$ cat src/rtl/vmem_pat_pkg.sv
// vmem_pat_pkg: mode and state encodings plus LFSR constants for the video memory pattern generator
package vmem_pat_pkg;
  typedef enum logic [2:0] {
    MODE_RAMP  = 3'd0,
    MODE_SOLID = 3'd1,
    MODE_CHECK = 3'd2,
    MODE_ADDR  = 3'd3,
    MODE_LFSR  = 3'd4
  } mode_e;
  typedef enum logic [1:0] {
    ST_IDLE = 2'd0,
    ST_RUN  = 2'd1,
    ST_DONE = 2'd2
  } state_e;
  // right-shift Fibonacci form of x^16+x^14+x^13+x^11+1: feedback from bits 0,2,3,5
  localparam logic [15:0] LFSR_TAPS = 16'h002D;
  localparam logic [15:0] LFSR_SEED = 16'hACE1;
  function automatic logic [15:0] lfsr_next(input logic [15:0] s);
    return {^(s & LFSR_TAPS), s[15:1]};
  endfunction
endpackage

$ cat src/rtl/vmem_pat_lfsr.sv
// vmem_pat_lfsr: 16-bit pattern LFSR with seed load and per-write advance
module vmem_pat_lfsr
  import vmem_pat_pkg::*;
#(
  parameter int DATA_W = 8
) (
  input  logic              i_clk,
  input  logic              i_reset_n,
  input  logic              i_load,
  input  logic              i_adv,
  input  logic [15:0]       i_seed,
  output logic [DATA_W-1:0] o_data
);
  logic [15:0] lfsr_q, lfsr_d;
  // an all-zero seed would lock up the register, so it is swapped for the default
  always_comb lfsr_d = i_load ? (i_seed == 16'h0 ? LFSR_SEED : i_seed) : i_adv ? lfsr_next(lfsr_q) : lfsr_q;
  always_ff @(posedge i_clk or negedge i_reset_n) begin
    if (!i_reset_n) lfsr_q <= LFSR_SEED;
    else lfsr_q <= lfsr_d;
  end
  assign o_data = lfsr_q[DATA_W-1:0];
endmodule

$ cat src/rtl/vmem_pat_gen.sv
// vmem_pat_gen: fills a video memory range with a selectable test pattern, one word per cycle
module vmem_pat_gen
  import vmem_pat_pkg::*;
#(
  parameter int ADDR_W    = 16,
  parameter int DATA_W    = 8,
  parameter int LEN_W     = 14,
  parameter int LINE_LOG2 = 6
) (
  input  logic              i_clk,
  input  logic              i_reset_n,
  input  logic              i_start,
  input  logic              i_abort,
  input  logic [2:0]        i_mode,
  input  logic [ADDR_W-1:0] i_base,
  input  logic [LEN_W-1:0]  i_len,
  input  logic [DATA_W-1:0] i_fill,
  input  logic [1:0]        i_lane,
  input  logic              i_afull,
  output logic              o_wr_n,
  output logic [ADDR_W-1:0] o_addr,
  output logic [DATA_W-1:0] o_vmem_data,
  output logic              o_vmem_up_n,
  output logic              o_vmem_lo_n,
  output logic              o_busy,
  output logic              o_done
);
  state_e state_q, state_d;
  logic [2:0] mode_q, mode_d;
  logic [ADDR_W-1:0] base_q, base_d, addr_q, addr_d, cur_addr;
  logic [LEN_W-1:0] len_q, len_d, idx_q, idx_d;
  logic [DATA_W-1:0] fill_q, fill_d, ramp_q, ramp_d, data_q, data_d, pat, lfsr_data;
  logic [1:0] lane_q, lane_d;
  logic wr_n_q, wr_n_d, up_n_q, up_n_d, lo_n_q, lo_n_d;
  logic accept, issue;

  vmem_pat_lfsr #(.DATA_W(DATA_W)) u_lfsr (
    .i_clk    (i_clk),
    .i_reset_n(i_reset_n),
    .i_load   (accept),
    .i_adv    (issue),
    .i_seed   (16'({i_fill, i_fill})),
    .o_data   (lfsr_data)
  );

  always_ff @(posedge i_clk or negedge i_reset_n) begin
    if (!i_reset_n) begin
      state_q <= ST_IDLE;
      mode_q  <= '0;
      base_q  <= '0;
      len_q   <= '0;
      fill_q  <= '0;
      lane_q  <= 2'b01;
      idx_q   <= '0;
      ramp_q  <= '0;
      wr_n_q  <= 1'b1;
      up_n_q  <= 1'b1;
      lo_n_q  <= 1'b1;
      addr_q  <= '0;
      data_q  <= '0;
    end else begin
      state_q <= state_d;
      mode_q  <= mode_d;
      base_q  <= base_d;
      len_q   <= len_d;
      fill_q  <= fill_d;
      lane_q  <= lane_d;
      idx_q   <= idx_d;
      ramp_q  <= ramp_d;
      wr_n_q  <= wr_n_d;
      up_n_q  <= up_n_d;
      lo_n_q  <= lo_n_d;
      addr_q  <= addr_d;
      data_q  <= data_d;
    end
  end

  // abort wins over both completion and a pending write
  always_comb begin
    state_d = state_q == ST_IDLE ? (i_start ? ST_RUN : ST_IDLE)
            : state_q == ST_RUN  ? (i_abort ? ST_IDLE : idx_q == len_q ? ST_DONE : ST_RUN)
            : ST_IDLE;
  end

  always_comb begin
    accept   = state_q == ST_IDLE && i_start;
    issue    = state_q == ST_RUN && !i_abort && idx_q != len_q && !i_afull;
    cur_addr = base_q + ADDR_W'(idx_q);
    pat      = mode_q == MODE_RAMP  ? ramp_q
             : mode_q == MODE_CHECK ? ((idx_q[0] ^ idx_q[LINE_LOG2]) ? ~fill_q : fill_q)
             : mode_q == MODE_ADDR  ? cur_addr[DATA_W-1:0]
             : mode_q == MODE_LFSR  ? lfsr_data
             : fill_q;
    mode_d   = accept ? i_mode : mode_q;
    base_d   = accept ? i_base : base_q;
    len_d    = accept ? i_len : len_q;
    fill_d   = accept ? i_fill : fill_q;
    lane_d   = accept ? (i_lane == 2'b00 ? 2'b01 : i_lane) : lane_q;
    idx_d    = accept ? '0 : issue ? idx_q + LEN_W'(1) : idx_q;
    // ramp shifts in ones and restarts at a single bit once full, avoiding a modulo
    ramp_d   = accept ? DATA_W'(1) : issue ? (&ramp_q ? DATA_W'(1) : {ramp_q[DATA_W-2:0], 1'b1}) : ramp_q;
    wr_n_d   = !issue;
    up_n_d   = !(issue && lane_q[1]);
    lo_n_d   = !(issue && lane_q[0]);
    addr_d   = issue ? cur_addr : addr_q;
    data_d   = issue ? pat : data_q;
  end

  always_comb begin
    o_busy      = state_q == ST_RUN;
    o_done      = state_q == ST_DONE;
    o_wr_n      = wr_n_q;
    o_addr      = addr_q;
    o_vmem_data = data_q;
    o_vmem_up_n = up_n_q;
    o_vmem_lo_n = lo_n_q;
  end
endmodule

$ cat config.mk
export PLATFORM = sky130hd
export DESIGN_NAME = vmem_pat_gen
export DESIGN_NICKNAME = d
export VERILOG_FILES = /design/src/rtl/vmem_pat_pkg.sv /design/src/rtl/vmem_pat_lfsr.sv /design/src/rtl/vmem_pat_gen.sv
export SDC_FILE = /design/constraint.sdc
export NUM_CORES = 1
export LEC_CHECK = 0
export ABC_AREA = 1
export CAP_MARGIN = 20
export CORE_AREA = 2 2 151 153
export DETAILED_ROUTE_END_ITERATION = 10
export DIE_AREA = 0 0 153 155
export SLEW_MARGIN = 20
export SYNTH_ARGS = -nofsm -noshare
export SYNTH_HDL_FRONTEND = slang
export SYNTH_SLANG_ARGS = --single-unit
$ cat constraint.sdc
create_clock -name i_clk -period 2.1 [get_ports i_clk]
set_clock_uncertainty 0.05 [all_clocks]
set_input_delay 0.42 -clock i_clk [delete_from_list [all_inputs] [get_ports i_clk]]
set_output_delay 0.42 -clock i_clk [all_outputs]
set_load 0.05 [all_outputs]
After elaboration in Yosys (flattened, before gate mapping)
Index checks and enable logic that the tools add are counted.
{ "totals": {"register_bits": 110, "output_inout_bits": 29, "wordCells": 62} }
{ "op_classes": {"n_addsub": 2, "n_eq_ne": 7, "mux": 19, "bitwise": 2, "reduce_logical": 18} }
{ "op_table": {"columns": ["cell", "count"], "rows": [
  ["8-bit two-way mux", 8],
  ["16-bit two-way mux", 3],
  ["14-bit two-way mux", 2],
  ["16-bit by 14-bit adder with 16-bit output", 1],
  ["16-bit zero test", 1],
  ["16-bit parity", 1],
  ["14-bit by 1-bit adder with 14-bit output (second input constant)", 1],
  ["14-bit equality test", 1],
  ["14-bit inequality test", 1],
  ["2-bit two-way mux", 5],
  ["8-bit NOT", 1],
  ["8-bit AND reduction", 1],
  ["3-bit by 2-bit equality test with 1-bit output (second input constant)", 2],
  ["1-bit logical AND", 6],
  ["1-bit zero test", 5],
  ["2-bit zero test", 2],
  ["3-bit equality test (second input constant)", 1],
  ["3-bit zero test", 1],
  ["2-bit by 1-bit equality test with 1-bit output (second input constant)", 1],
  ["2-bit equality test (second input constant)", 1],
  ["2-bit nonzero test", 1],
  ["1-bit two-way mux", 1],
  ["1-bit XOR", 1]
]} }

Depth between registers and ports, before layout
{ "logic_depth": {"word_depth": 6, "mapped_depth": 13} }

By module
A second synthesis with hierarchy kept.
{ "unflattened": {"hier_cells": 908, "area_unflattened_um2": 6447.4} }
{ "modules_own_cells": {"columns": ["module", "n_inst", "cells_each", "area_each_um2"], "rows": [
  ["vmem_pat_gen", 1, 773, 5470.2],
  ["vmem_pat_lfsr", 1, 135, 977.2]
]} }

Worst setup path after synthesis
Ideal clock, no wire load.
{ "synth_path": {"path_kind": "flip-flop to flip-flop", "startpoint": "register idx_q[0]", "endpoint": "register data_q[6], in the netlist o_vmem_data[6]", "setup_time_ns": 0.118, "t_arrival_ns": 1.672, "required_ns": 1.932, "path_slack_ns": 0.260, "stages_incl_launch_ff": 13, "cell_sequence": "dfrtp_1 -> ha_1 -> fa_1 -> nand2_1 -> nand2_1 -> nand3_1 -> nand2_1 -> nand2_1 -> nand3_1 -> nand2_1 -> nand2_1 -> nand3_1 -> nand2_1"} }
{ "synth_between": {"elab_chain_len": 4, "word_cells_on_any_way": 9} }
{ "synth_rtl": {"columns": ["item", "line", "source"], "rows": [
  ["from (decl)", "vmem_pat_gen.sv:31", "logic [LEN_W-1:0] len_q, len_d, idx_q, idx_d;"],
  ["from (signal assigned)", "vmem_pat_gen.sv:68", "idx_q <= idx_d;"],
  ["16-bit by 14-bit adder with 16-bit output / 1-bit XOR (equally long branches)", "vmem_pat_gen.sv:88, vmem_pat_gen.sv:90", null],
  ["8-bit two-way mux (on tied branches)", "vmem_pat_gen.sv:91, vmem_pat_gen.sv:90", null],
  ["8-bit two-way mux", "vmem_pat_gen.sv:90", ": mode_q == MODE_CHECK ? ((idx_q[0] ^ idx_q[LINE_LOG2]) ? ~fill_q : fill_q)"],
  ["8-bit two-way mux", "vmem_pat_gen.sv:89", "pat = mode_q == MODE_RAMP ? ramp_q"],
  ["to (signal assigned)", "vmem_pat_gen.sv:74", "data_q <= data_d;"],
  ["to (decl)", "vmem_pat_gen.sv:32", "logic [DATA_W-1:0] fill_q, fill_d, ramp_q, ramp_d, data_q, data_d, pat, lfsr_data;"]
]} }
Several ways; a longest one is shown, not always the timed one.
A chain may end at the register's enable or synchronous reset.

Worst setup path after layout
{ "layout_path": {"startpoint": "register data_q[2], in the netlist o_vmem_data[2]", "endpoint": "output o_vmem_data[2]"} }
{ "layout_rtl": {"columns": ["item", "line", "source"], "rows": [
  ["to (decl)", "vmem_pat_gen.sv:22", "output logic [DATA_W-1:0] o_vmem_data,"]
]} }
No word-level cell between the ends.

==> results.py <==
metrics = {
    "outcome": {
        "outcome": "complete, no violations",
    },
    "setup_path": {
        "ff2ff_path_depth": 8,
        "rr_startpoint": "idx_q[0]$_DFFE_PN0P_",
        "critical_path.max_fanout": 2,
        "r2r_slack_ns": 0.15,
        "critical_path.max_stage_delay_ns": 0.83,
        "crit_chain": "clkdlybuf4s50_1",
        "critPathTopFamily": "buffers and inverters",
        "cp_data_arrival_time_ns": 1.57,
        "end_kind": "primary output",
        "worst-setup-path-type": "flop to primary output",
        "worstPathBufferInverterCount": 1,
        "worstReg2RegEnd": "o_vmem_data[2]$_DFFE_PN0P_",
        "critPathLaunchType": "flop",
        "required_ns": 1.63,
        "cpMaxStageDelayCell": "clkdlybuf4s50_1",
    },
    "die": {
        "coreArea_mm2": 0.0222,
        "start_util": 0.282,
        "dieWidth_um": 153,
        "die_area_mm2": 0.0237,
        "io_pins": 77,
        "fp.dieH_um": 155,
        "rows": 55,
    },
    "placement": {
        "gp_congestion": 0.869,
        "io_buffers": 76,
        "dpl.hpwl_um": 12100,
    },
    "job": {
        "cap_violations": 0,
    },
    "detailed_routing": {
        "vias": 5649,
        "drc_errors": 0,
        "via_per_inst": 4.54,
        "drt_wl_total_um": 16400,
        "avgRoutedWirePerCell_um": 13.2,
        "antenna_left": 0,
        "dr.pass1.iters": 4,
        "drtIter0Drc": 457,
    },
    "global_routing": {
        "grt_pass1_wl_um": 27500,
        "overflow": 0,
        "antenna_found_initial": 0,
        "grt_max_degree": 75,
        "grt_use_total": 0.143,
        "first_global_vias": 5379,
    },
    "synthesis": {
        "yosysSeqAreaShare": 0.441,
        "synthesis.area_mm2": 0.00628,
        "ys_ff_latch": 110,
        "post_synth.cell_area_avg_um2": 7.13,
        "ys_warn_count": 0,
        "synth_edf_count": 0,
        "async_reset_ff_frac": 1.00,
        "synth_nets": 944,
        "synthCells": 880,
        "yosys.cell_types.count": 30,
        "yosys_most_used_dff": "dfrtp_1",
    },
    "clock_tree": {
        "cts_max_path_buffers": 2,
        "h-tree-depth": 3,
        "cts_root_buf": "clkbuf_16",
        "path_clk_slew_ns": 0.08,
        "cts_tree": "done",
        "numCtsBuffers": 9,
        "clk_latency_ns": 0.36,
        "cts.sinks": 110,
    },
    "finish": {
        "fin_nets": 1019,
        "area_delta_synth_final_pct": 23.8,
        "fillCellCount": 2345,
        "register_area_mm2": 0.00277,
        "layout.cells.most_common": "nand2_1",
        "drive_gt1_frac": 0.0813,
        "final_cell_mix": "nand2_1, dfrtp_1, nand3_1, inv_1, clkdlybuf4s50_1",
        "n_antenna_cell": 0,
        "multiInputGateArea_mm2": 0.00303,
    },
    "sta": {
        "whs_ns": 0.347,
        "fin_setup_tns_ns": 0,
        "rsz0062_at_grt": "false",
        "setup_viol": 0,
        "worst_pin_slew_ns": 0.518,
        "fmax_mhz": 490,
        "period_share": 0.971,
        "slew_viol_final": 0,
        "finalHoldViolCount": 0,
        "period_needed_ns": 2.04,
        "relSlewSlack": 0.653,
    },
    "hold_path": {
        "min-delay-start": "lane_q[1]$_DFFE_PN0P_",
        "whs_path_depth": 1,
        "min_to": "o_vmem_up_n$_DFF_PN1_",
        "hold_path.class": "flop to flop",
    },
    "power": {
        "p_leak_nw": 3.86,
        "ir_drop_mv": 0.394,
        "cellPowerDensity_mw_per_mm2": 973,
    },
}
## registers in the layout, summed over array words and instances, names as in the netlist
signal / cells
o_wr_n: 1
fill_q: 8
o_vmem_lo_n: 1
idx_q: 14
o_addr: 16
o_vmem_up_n: 1
base_q: 16
ramp_q: 8
len_q: 14
state_q: 2
mode_q: 3
lane_q: 2
o_vmem_data: 8
u_lfsr.lfsr_q: 16
## power breakdown
| group | switching, mW | internal (mW) | total, mW |
|---|---|---|---|
| sequential | 0.317 | 2.63 | 2.95 |
| clock | 0.863 | 0.942 | 1.80 |
| combinational | 1.80 | 1.01 | 2.81 |
## worst reg2reg max path: cells and delay by family (launching register included)
family,cells,cell delay [ns]
and+or+nand+nor,1,0.10
DFF,1,0.43
AOI/OAI and AO/OA,4,0.37
xor gates and xnor gates,1,0.26
adders and majority gates,2,0.63
## worst max path at each step
stage | end | startpoint | slack [ns] | depth (start not counted)
6_report | o_vmem_data[2] | o_vmem_data[2]$_DFFE_PN0P_ | 0.06 | 1
5_1_grt | o_vmem_data[7]$_DFFE_PN0P_ | idx_q[5]$_DFFE_PN0P_ | 0.006 | 11
4_1_cts | o_vmem_data[2] | o_vmem_data[2]$_DFFE_PN0P_ | 0.05 | 1
3_5_place_dp | o_vmem_data[2]$_DFFE_PN0P_ | idx_q[0]$_DFFE_PN0P_ | 0.1 | 8
3_3_place_gp | u_lfsr.lfsr_q[15]$_DFFE_PN1P_ | i_start | 0.12 | 8
2_1_floorplan | o_vmem_data[6]$_DFFE_PN0P_ | idx_q[0]$_DFFE_PN0P_ | 0.26 | 12
## cells by family after synthesis
family / synth area share
flops: 0.441
xor+xnor: 0.0279
buf+inv: 0.0793
simple gates: 0.349
compound gates: 0.0700
fa+ha+maj: 0.0331
## per-stage QoR
stage / power [mW] / setup slack [ns] / area [um2] / util / std cells
2_1_floorplan: 4.81 / 0.260 / 6280 / - / 880
6_report: 7.56 / 0.0604 / 7770 / 0.350 / 1245
3_3_place_gp: 5.78 / 0.121 / 7440 / 0.335 / 1228
4_1_cts: 7.63 / 0.0515 / 7760 / 0.349 / 1245
3_5_place_dp: 5.80 / 0.0960 / 7440 / 0.335 / 1228
5_1_grt: 8.07 / 0.00602 / 7770 / 0.350 / 1245
## cell usage after synthesis (6+ instances only)
master | count | share of area
o21ai_0 | 50 | 0.040
clkbuf_1 | 17 | 0.010
xnor2_1 | 6 | 0.0084
buf_2 | 11 | 0.0088
ha_1 | 15 | 0.030
xor2_1 | 14 | 0.020
dfrtp_1 | 98 | 0.39
a21oi_1 | 18 | 0.014
or2_2 | 7 | 0.0070
dfstp_2 | 12 | 0.050
nor2_1 | 66 | 0.039
inv_1 | 75 | 0.045
nand3_1 | 95 | 0.076
buf_6 | 7 | 0.013
o21ai_1 | 8 | 0.0064
nand2_1 | 351 | 0.21
## what timing repair did
action,in CTS,in global routing
hold buffers,1,0
hold endpoints to repair,14,0
resized for setup,0,6
setup endpoints to repair,0,9
setup buffers,0,0
## metal layers
metal  part of all wire  vias up  track usage
li1                   -     2926            -
met2               0.44      115        0.224
met4              0.014        0       0.0406
met1               0.51     2592        0.204
met5                  0        -            0
met3              0.037       16       0.0231
## area by class of cell
class,instances,share of cell area
Sequential cell,110,0.356
Timing Repair Buffer,101,0.131
Clock buffer,9,0.0290
Inverter,78,0.0377
Multi-Input combinational cell,655,0.390
Tap cell,285,0.0459
Clock inverter,7,0.0103
No activity file was read; power rests on OpenSTA's default activity.
